## config.mk

```make
export PLATFORM = sky130hd
export DESIGN_NAME = snake_game_ctrl
export DESIGN_NICKNAME = d
export VERILOG_FILES = /design/src/rtl/snake_game_ctrl.sv
export SDC_FILE = /design/constraint.sdc
export NUM_CORES = 1
export LEC_CHECK = 0
export BUFFER_PORTS_ARGS = -buffer_cell sky130_fd_sc_hd__buf_2
export CORE_ASPECT_RATIO = 0.7
export CORE_MARGIN = 3
export CORE_UTILIZATION = 63
export CTS_BUF_LIST = sky130_fd_sc_hd__clkbuf_4
export CTS_CLUSTER_SIZE = 40
export DETAILED_ROUTE_END_ITERATION = 7
export GPL_TIMING_DRIVEN = 0
export HOLD_SLACK_MARGIN = 0.08
export PLACE_DENSITY = 0.83
export SLEW_MARGIN = 25
export SYNTH_ARGS = -nofsm -noshare
export SYNTH_HDL_FRONTEND = slang
export SYNTH_SLANG_ARGS = --single-unit
```

## constraint.sdc

```tcl
create_clock -name clk -period 6.85 [get_ports clk]
set_input_delay 1.0275 -clock clk [delete_from_list [all_inputs] [get_ports clk]]
set_output_delay 1.0275 -clock clk [all_outputs]
set_load 0.02 [all_outputs]
```

## src/rtl/snake_game_ctrl.sv

```systemverilog
// snake_game_ctrl
// Game sequencer for the snake datapath. A MENU/INIT/PLAY/PAUSE/OVER state
// machine drives the datapath controls. A level-dependent move tick paces
// the snake. Score, level and high score are kept from the datapath's
// apple_eaten and collision events.
//
// Ports
//   clk          system clock
//   reset        synchronous, active-high reset
//   start        level input; a rising edge is the start/return command
//   pause        level input; a rising edge toggles PLAY/PAUSE
//   collision    datapath collision (level)
//   apple_eaten  one-cycle pulse per apple consumed
//   inmenu       datapath: clear snake arrays/apple
//   ingame       datapath: run game logic
//   head_init    datapath: 0 = load initial head position
//   move_tick    one-cycle snake-advance strobe
//   game_over    game has ended
//   state        MENU=0, INIT=1, PLAY=2, PAUSE=3, OVER=4
//   score        apples this game, saturating at 255
//   hi_score     best score since reset
//   level        current speed level, 0..LEVEL_MAX
module snake_game_ctrl #(
  parameter int unsigned TICK_BASE        = 2520000,
  parameter int unsigned TICK_STEP        = 240000,
  parameter int unsigned TICK_MIN         = 600000,
  parameter int unsigned APPLES_PER_LEVEL = 4,
  parameter int unsigned LEVEL_MAX        = 7,
  parameter int unsigned INIT_CYCLES      = 16,
  parameter int unsigned CNT_W            = 24
) (
  input  logic       clk,
  input  logic       reset,
  input  logic       start,
  input  logic       pause,
  input  logic       collision,
  input  logic       apple_eaten,
  output logic       inmenu,
  output logic       ingame,
  output logic       head_init,
  output logic       move_tick,
  output logic       game_over,
  output logic [2:0] state,
  output logic [7:0] score,
  output logic [7:0] hi_score,
  output logic [3:0] level
);

  localparam logic [2:0] S_MENU  = 3'd0;
  localparam logic [2:0] S_INIT  = 3'd1;
  localparam logic [2:0] S_PLAY  = 3'd2;
  localparam logic [2:0] S_PAUSE = 3'd3;
  localparam logic [2:0] S_OVER  = 3'd4;

  // Period arithmetic gets 4 spare bits so level*TICK_STEP cannot wrap.
  localparam int unsigned PW = CNT_W + 4;
  localparam int unsigned IW = (INIT_CYCLES > 1) ? $clog2(INIT_CYCLES) : 1;
  localparam int unsigned AW = (APPLES_PER_LEVEL > 1) ? $clog2(APPLES_PER_LEVEL) : 1;

  localparam logic [CNT_W-1:0] TICK_LOAD  = CNT_W'(TICK_BASE - 1);
  localparam logic [IW-1:0]    INIT_LOAD  = IW'(INIT_CYCLES - 1);
  localparam logic [AW-1:0]    APPLE_LAST = AW'(APPLES_PER_LEVEL - 1);
  localparam logic [3:0]       LVL_TOP    = 4'(LEVEL_MAX);

  logic [2:0]       state_q, state_d;
  logic [7:0]       score_q, score_d;
  logic [7:0]       hi_q, hi_d;
  logic [3:0]       level_q, level_d;
  logic [AW-1:0]    apples_q, apples_d;
  logic [IW-1:0]    init_cnt_q, init_cnt_d;
  logic [CNT_W-1:0] tick_cnt_q, tick_cnt_d;
  logic             start_q, pause_q;
  logic             start_edge, pause_edge;

  // Reload value (period-1) for a given level. The subtraction is guarded so
  // a large level*TICK_STEP clamps to TICK_MIN instead of underflowing.
  function automatic logic [CNT_W-1:0] reload_val(input logic [3:0] lvl);
    logic [PW-1:0] red;
    logic [PW-1:0] per;
    red = PW'(lvl) * PW'(TICK_STEP);
    if (red >= PW'(TICK_BASE)) begin
      per = PW'(TICK_MIN);
    end else begin
      per = PW'(TICK_BASE) - red;
      if (per < PW'(TICK_MIN)) per = PW'(TICK_MIN);
    end
    return CNT_W'(per - PW'(1));
  endfunction

  function automatic logic [7:0] sat_inc8(input logic [7:0] v);
    return (v == 8'hFF) ? v : v + 8'd1;
  endfunction

  function automatic logic [3:0] sat_level(input logic [3:0] v);
    return (v >= LVL_TOP) ? v : v + 4'd1;
  endfunction

  assign start_edge = start & ~start_q;
  assign pause_edge = pause & ~pause_q;

  always_comb begin
    state_d    = state_q;
    score_d    = score_q;
    hi_d       = hi_q;
    level_d    = level_q;
    apples_d   = apples_q;
    init_cnt_d = init_cnt_q;
    tick_cnt_d = tick_cnt_q;
    case (state_q)
      S_MENU: begin
        if (start_edge) begin
          state_d    = S_INIT;
          score_d    = 8'd0;
          level_d    = 4'd0;
          apples_d   = '0;
          init_cnt_d = INIT_LOAD;
        end
      end
      S_INIT: begin
        if (init_cnt_q == '0) begin
          state_d    = S_PLAY;
          tick_cnt_d = TICK_LOAD;
        end else begin
          init_cnt_d = init_cnt_q - 1'b1;
        end
      end
      S_PLAY: begin
        // Reload uses the registered level, so a level change lands only at
        // the next reload.
        if (tick_cnt_q == '0) tick_cnt_d = reload_val(level_q);
        else                  tick_cnt_d = tick_cnt_q - 1'b1;
        if (apple_eaten) begin
          score_d = sat_inc8(score_q);
          if (apples_q == APPLE_LAST) begin
            apples_d = '0;
            level_d  = sat_level(level_q);
          end else begin
            apples_d = apples_q + 1'b1;
          end
        end
        // score_d already includes a coincident apple.
        if (collision) begin
          state_d = S_OVER;
          if (score_d > hi_q) hi_d = score_d;
        end else if (pause_edge) begin
          state_d = S_PAUSE;
        end
      end
      S_PAUSE: begin
        if (pause_edge) state_d = S_PLAY;
      end
      S_OVER: begin
        if (start_edge) state_d = S_MENU;
      end
      default: state_d = S_MENU;
    endcase
  end

  always_ff @(posedge clk) begin
    if (reset) begin
      // Edge registers reset high so a level held through reset is not an edge.
      start_q    <= 1'b1;
      pause_q    <= 1'b1;
      state_q    <= S_MENU;
      score_q    <= 8'd0;
      hi_q       <= 8'd0;
      level_q    <= 4'd0;
      apples_q   <= '0;
      init_cnt_q <= INIT_LOAD;
      tick_cnt_q <= TICK_LOAD;
    end else begin
      start_q    <= start;
      pause_q    <= pause;
      state_q    <= state_d;
      score_q    <= score_d;
      hi_q       <= hi_d;
      level_q    <= level_d;
      apples_q   <= apples_d;
      init_cnt_q <= init_cnt_d;
      tick_cnt_q <= tick_cnt_d;
    end
  end

  assign state     = state_q;
  assign score     = score_q;
  assign hi_score  = hi_q;
  assign level     = level_q;
  assign inmenu    = (state_q == S_MENU);
  assign ingame    = (state_q == S_INIT) || (state_q == S_PLAY) ||
                     (state_q == S_PAUSE) || (state_q == S_OVER);
  assign head_init = (state_q == S_PLAY) || (state_q == S_PAUSE) ||
                     (state_q == S_OVER);
  assign game_over = (state_q == S_OVER);
  assign move_tick = (state_q == S_PLAY) && (tick_cnt_q == '0);

endmodule

```

==> results <==
- Summed over all cells, the static leakage comes to roughly 2.3 nW.
- The synthesized net count is about 670.
- The global-route met2 utilization is 0.480.
- For this run, the top clock speed supported by timing is around 160 MHz.
- The vertical extent of the die is approximately 80 um.
- Counting instances, the worst hold path has a depth of 2.
- STA classifies the critical path endpoint as a register.
- The clock network fraction of design power is 0.237.
- STA puts the critical path data required time at approximately 7 ns.
- The critical path data arrival time is 6.44 ns.
- The startpoint of the lowest-slack hold path is hi_score[2].
- The family with the most delay on the worst path is simple AND/OR/NAND/NOR gates.
- On the worst path, the slowest cell contributes a delay of roughly 0.7 ns.
- The total overflow left after global routing is 0.
- The power share of the combinational group is 0.230.
- The number of antenna violations at the first check in global routing is 0.
- The power density relative to cell area is about 130 nW/um^2.
- Of the available clock period, the critical path in the final layout requires 0.894.
- The hold buffer count at CTS is 0.
- The slowest stage of the critical path belongs to the cell nor4_1.
- For this run, the leading register cell type out of synthesis is dfxtp_1.
- The register clock-pin slew on the reported worst setup and hold paths is about 0.16 ns.
- Before CTS, the worst setup slack after placement is 0.854 ns.
- Of all nets on the critical path, the largest fanout is 9.
- The die outline area is roughly 8600 sq um.
- In the final layout, the share of cells above drive strength 1 is 0.107.
- In the synthesized netlist the async set-or-reset flop fraction comes to 0.
- The count of buffers added by post-CTS timing repair for setup is 0.
- The largest net degree at the start of global routing is 16.
- The gate count of the mapped netlist is 617.
- The first global-routing pass estimated around 22000 um of wire.
- For the worst flop-to-flop path, the logic depth is 19.
- The clock latency on the worst-skew pair is roughly 0.4 ns.
- The detailed-route via count is around 4900.
- The number of nets at the end of the flow is a little over 700.
- In this run the remaining antenna-violating nets after routing total 0.
- Of the synthesized area, sequential elements account for 0.234.
- From left edge to right edge, the die measures roughly 110 um.
- The worst setup path category is register to register.
- For this run, design rule violations remaining after detail routing come to 0.
- The number of cells on the critical path is 19.
- The clock arrives with roughly 0.013 ns of skew.
- The longest clock path from root to sink contains 2 buffers.
- The synthesized area per cell is around 7.6 sq um.
- The number of cells upsized or downsized after cts is 0.
- In the global route stage, met1 resource usage came out at 0.488.
- Headroom to the max-slew limit came out at 0.475.
- Dividing the detail-routed wire length by the instance count gives approximately 18 um.
- Setup violations remaining at the end of the flow were counted as 0.
- Of the total power, registers draw 0.533.
- The cell with the most instances on the worst path is ha_1.
- The count of buffers added on input and output ports is 32.
- Setup repair after global routing left no endpoint under its margin.
- The Yosys step of the flow raised 0 warnings.
- VDD sags by at most roughly 120 uV.
- TritonCTS built the clock tree.
- Across every metal layer, demand over resource in global routing totals 0.324.
- The max-cap check violation count is 0.
- The initial cell density of the core is 0.671.
- The number of antenna cells inserted is 0.
- The number of enable-type register cells in the synthesized netlist is 0.
- The flow ran to the end, and the final reports show no timing, DRC or antenna violations.
- The layout overhead on the synthesized area is 7.02%.
- The endpoint of the worst-slack reg-to-reg timing path is tick_cnt_q[21].
- After synthesis the cells add up to roughly 4700 sq um.
- Buffers inserted during clock tree synthesis total 5.
- The accumulated negative setup slack is 0 ns.
- Setup slack on the worst reg-to-reg path comes out at approximately 0.72 ns.
- The net switching power is 0.215 mW.
- Once detailed placement completed, the half-perimeter wirelength came to 10200 um.
- Of the total power, the share spent switching nets is 0.340.
- The layer flagged by global routing as most heavily used is met1.
- The core region is roughly 7000 sq um.
- The slew at the pin closest to its max-slew limit is between 0.7 and 0.8 ns.
- The number of different library cells used by synthesis comes to 71.
- The via count normalized by instance count is 6.48.
- After floorplanning, the core was divided into 25 placement rows.
- The post-route minimum period is between 6 and 7 ns.
- The internal power of the cells is 0.417 mW.
- The detailed router finished its first iteration with between 700 and 800 violations.
- The pre-antenna-repair detailed-routing pass consisted of 6 iterations.
- The met3 demand-to-capacity share in global routing is 0.0624.
- The sort of element at the start of the critical path is a register.
- The total count of max-transition violations in the final report was 0.
- The startpoint of the most critical register-to-register path is level[2].
- Routability-driven placement finished with a final weighted congestion of ~0.95.
- The type of the most critical hold path is register to register.
- The root buffer cell chosen for the clock tree is clkbuf_4.
- The final number of hold-violating endpoints is 0.
- The final layout contains routed wiring with a total length of approximately 13000 um.
- The post-synthesis register bit count is 55.
- The capture endpoint of the worst hold path is hi_score[2].
- The signal on the critical path passes through inv_1 -> ha_1 -> inv_1 -> ha_1 -> ha_1 -> xor2_1 -> inv_1 -> ha_1 -> or4_1 -> and2_1 -> buf_2 -> a221oi_2 -> xnor2_1 -> a21oi_1 -> o311a_1 -> buf_2 -> nor4_1 -> mux2_1 -> a211oi_1.
- The number of global-route vias before repair is 4552.
- The I/O pin count is 34.
- The deepest level of the CTS H-tree is 2.
- Together, buffers and inverters on the worst path number 5.
- After layout, the worst setup slack is between 0.7 and 0.8 ns.
- Clock tree synthesis found a total of 55 sinks.
## layout by cell type, fill, tap and decap left out, types with 7 or more instances in the layout
cell and instances:
clkbuf_1 20, ha_1 40, and2_1 9, inv_1 27
buf_2 36, or3_1 7, and3_1 11, nand4_1 7
xor2_1 11, nor3_1 15, o21ai_0 20, a21oi_1 51
or2_2 12, a211oi_1 12, dfxtp_1 55, nand2b_1 20
a31oi_1 9, a21o_1 15, xnor2_1 15, nor2_1 61
nand3_1 28, nand2_1 52
## registers in the layout, summed over array words and instances, names as in the netlist
name / count
tick_cnt_q: 24
start_q: 1
hi_score: 8
state: 3
pause_q: 1
apples_q: 2
level: 4
score: 8
init_cnt_q: 4
## metal layers
metal,wire (um),up-vias
met5,0,-
met4,111,0
met3,1370,17
met2,5570,255
met1,6150,2256
li1,-,2338
## synthesized netlist by cell type (6+ instances only)
| master | n | share of area |
|---|---|---|
| a31oi_1 | 9 | 0.012 |
| nand4_1 | 7 | 0.0093 |
| xnor2_1 | 15 | 0.028 |
| and2_1 | 9 | 0.012 |
| a21o_1 | 15 | 0.024 |
| o211ai_1 | 6 | 0.0096 |
| dfxtp_1 | 55 | 0.23 |
| o21ai_0 | 20 | 0.021 |
| clkbuf_1 | 20 | 0.016 |
| nor2_1 | 61 | 0.049 |
| nor2b_1 | 6 | 0.0080 |
| a211oi_1 | 12 | 0.019 |
| nor4_1 | 6 | 0.0080 |
| o22ai_1 | 6 | 0.0080 |
| inv_1 | 27 | 0.022 |
| nor3_1 | 15 | 0.016 |
| a21oi_1 | 51 | 0.054 |
| ha_1 | 40 | 0.11 |
| or2_2 | 12 | 0.016 |
| nand2b_1 | 20 | 0.027 |
| xor2_1 | 11 | 0.020 |
| nand3_1 | 28 | 0.030 |
| or3_1 | 7 | 0.0093 |
| and3_1 | 11 | 0.015 |
| nand2_1 | 52 | 0.041 |
## tightest hold or removal path, cell delays in order (launching register included)
cell	delay, ns
dfxtp_1	0.35
inv_1	0.07
a211oi_1	0.06
## worst max path at each step
stage | startpoint | to | slack, ns
after floorplan | level[2] | tick_cnt_q[21] | 1.63
after global placement | level[2] | tick_cnt_q[21] | 1.12
after detailed placement | level[2] | tick_cnt_q[21] | 0.85
after CTS | level[2] | tick_cnt_q[21] | 0.81
after global routing | level[2] | tick_cnt_q[21] | 0.45
final | level[2] | tick_cnt_q[21] | 0.72
## cells by family (layout without fill, tap and decap cells)
kind of cell               after synthesis  count (layout)  synth area share
buffers and inverters                   54              94            0.0449
AOI/OAI and AO/OA                      174             174             0.251
muxes                                    6               6            0.0130
DFF                                     55              55             0.234
adders and majority gates               42              42             0.115
xor gates and xnor gates                26              26            0.0484
and+or+nand+nor                        260             260             0.294
## power by group through the flow
stage          Sequential (mW)  Clock (mW)  Combinational [mW]
4_1_cts                  0.337       0.148               0.143
6_report                 0.337       0.149               0.145
5_1_grt                  0.338       0.158               0.162
3_3_place_gp             0.343           0               0.138
2_1_floorplan            0.349           0              0.0963
3_5_place_dp             0.343           0               0.143
## per-stage QoR
step           total power [mW]  area, sq um   util  instances  hold slack, ns
2_1_floorplan             0.445         4700      -        617           0.450
3_5_place_dp              0.486         4980  0.711        743           0.479
6_report                  0.632         5030  0.719        751           0.499
4_1_cts                   0.628         5030  0.719        751           0.500
3_3_place_gp              0.481         4980  0.711        743           0.465
5_1_grt                   0.658         5030  0.719        751           0.542
## area by class of cell
cell class | instances | area [sq um]
Multi-Input combinational cell | 508 | 3390
Buffer | 26 | 106
Clock buffer | 6 | 45.0
Clock inverter | 2 | 7.51
Fill cell | 589 | 1970
Timing Repair Buffer | 32 | 160
Tap cell | 94 | 118
Sequential cell | 55 | 1100
Inverter | 28 | 105
Power figures use the tool's default switching activity.
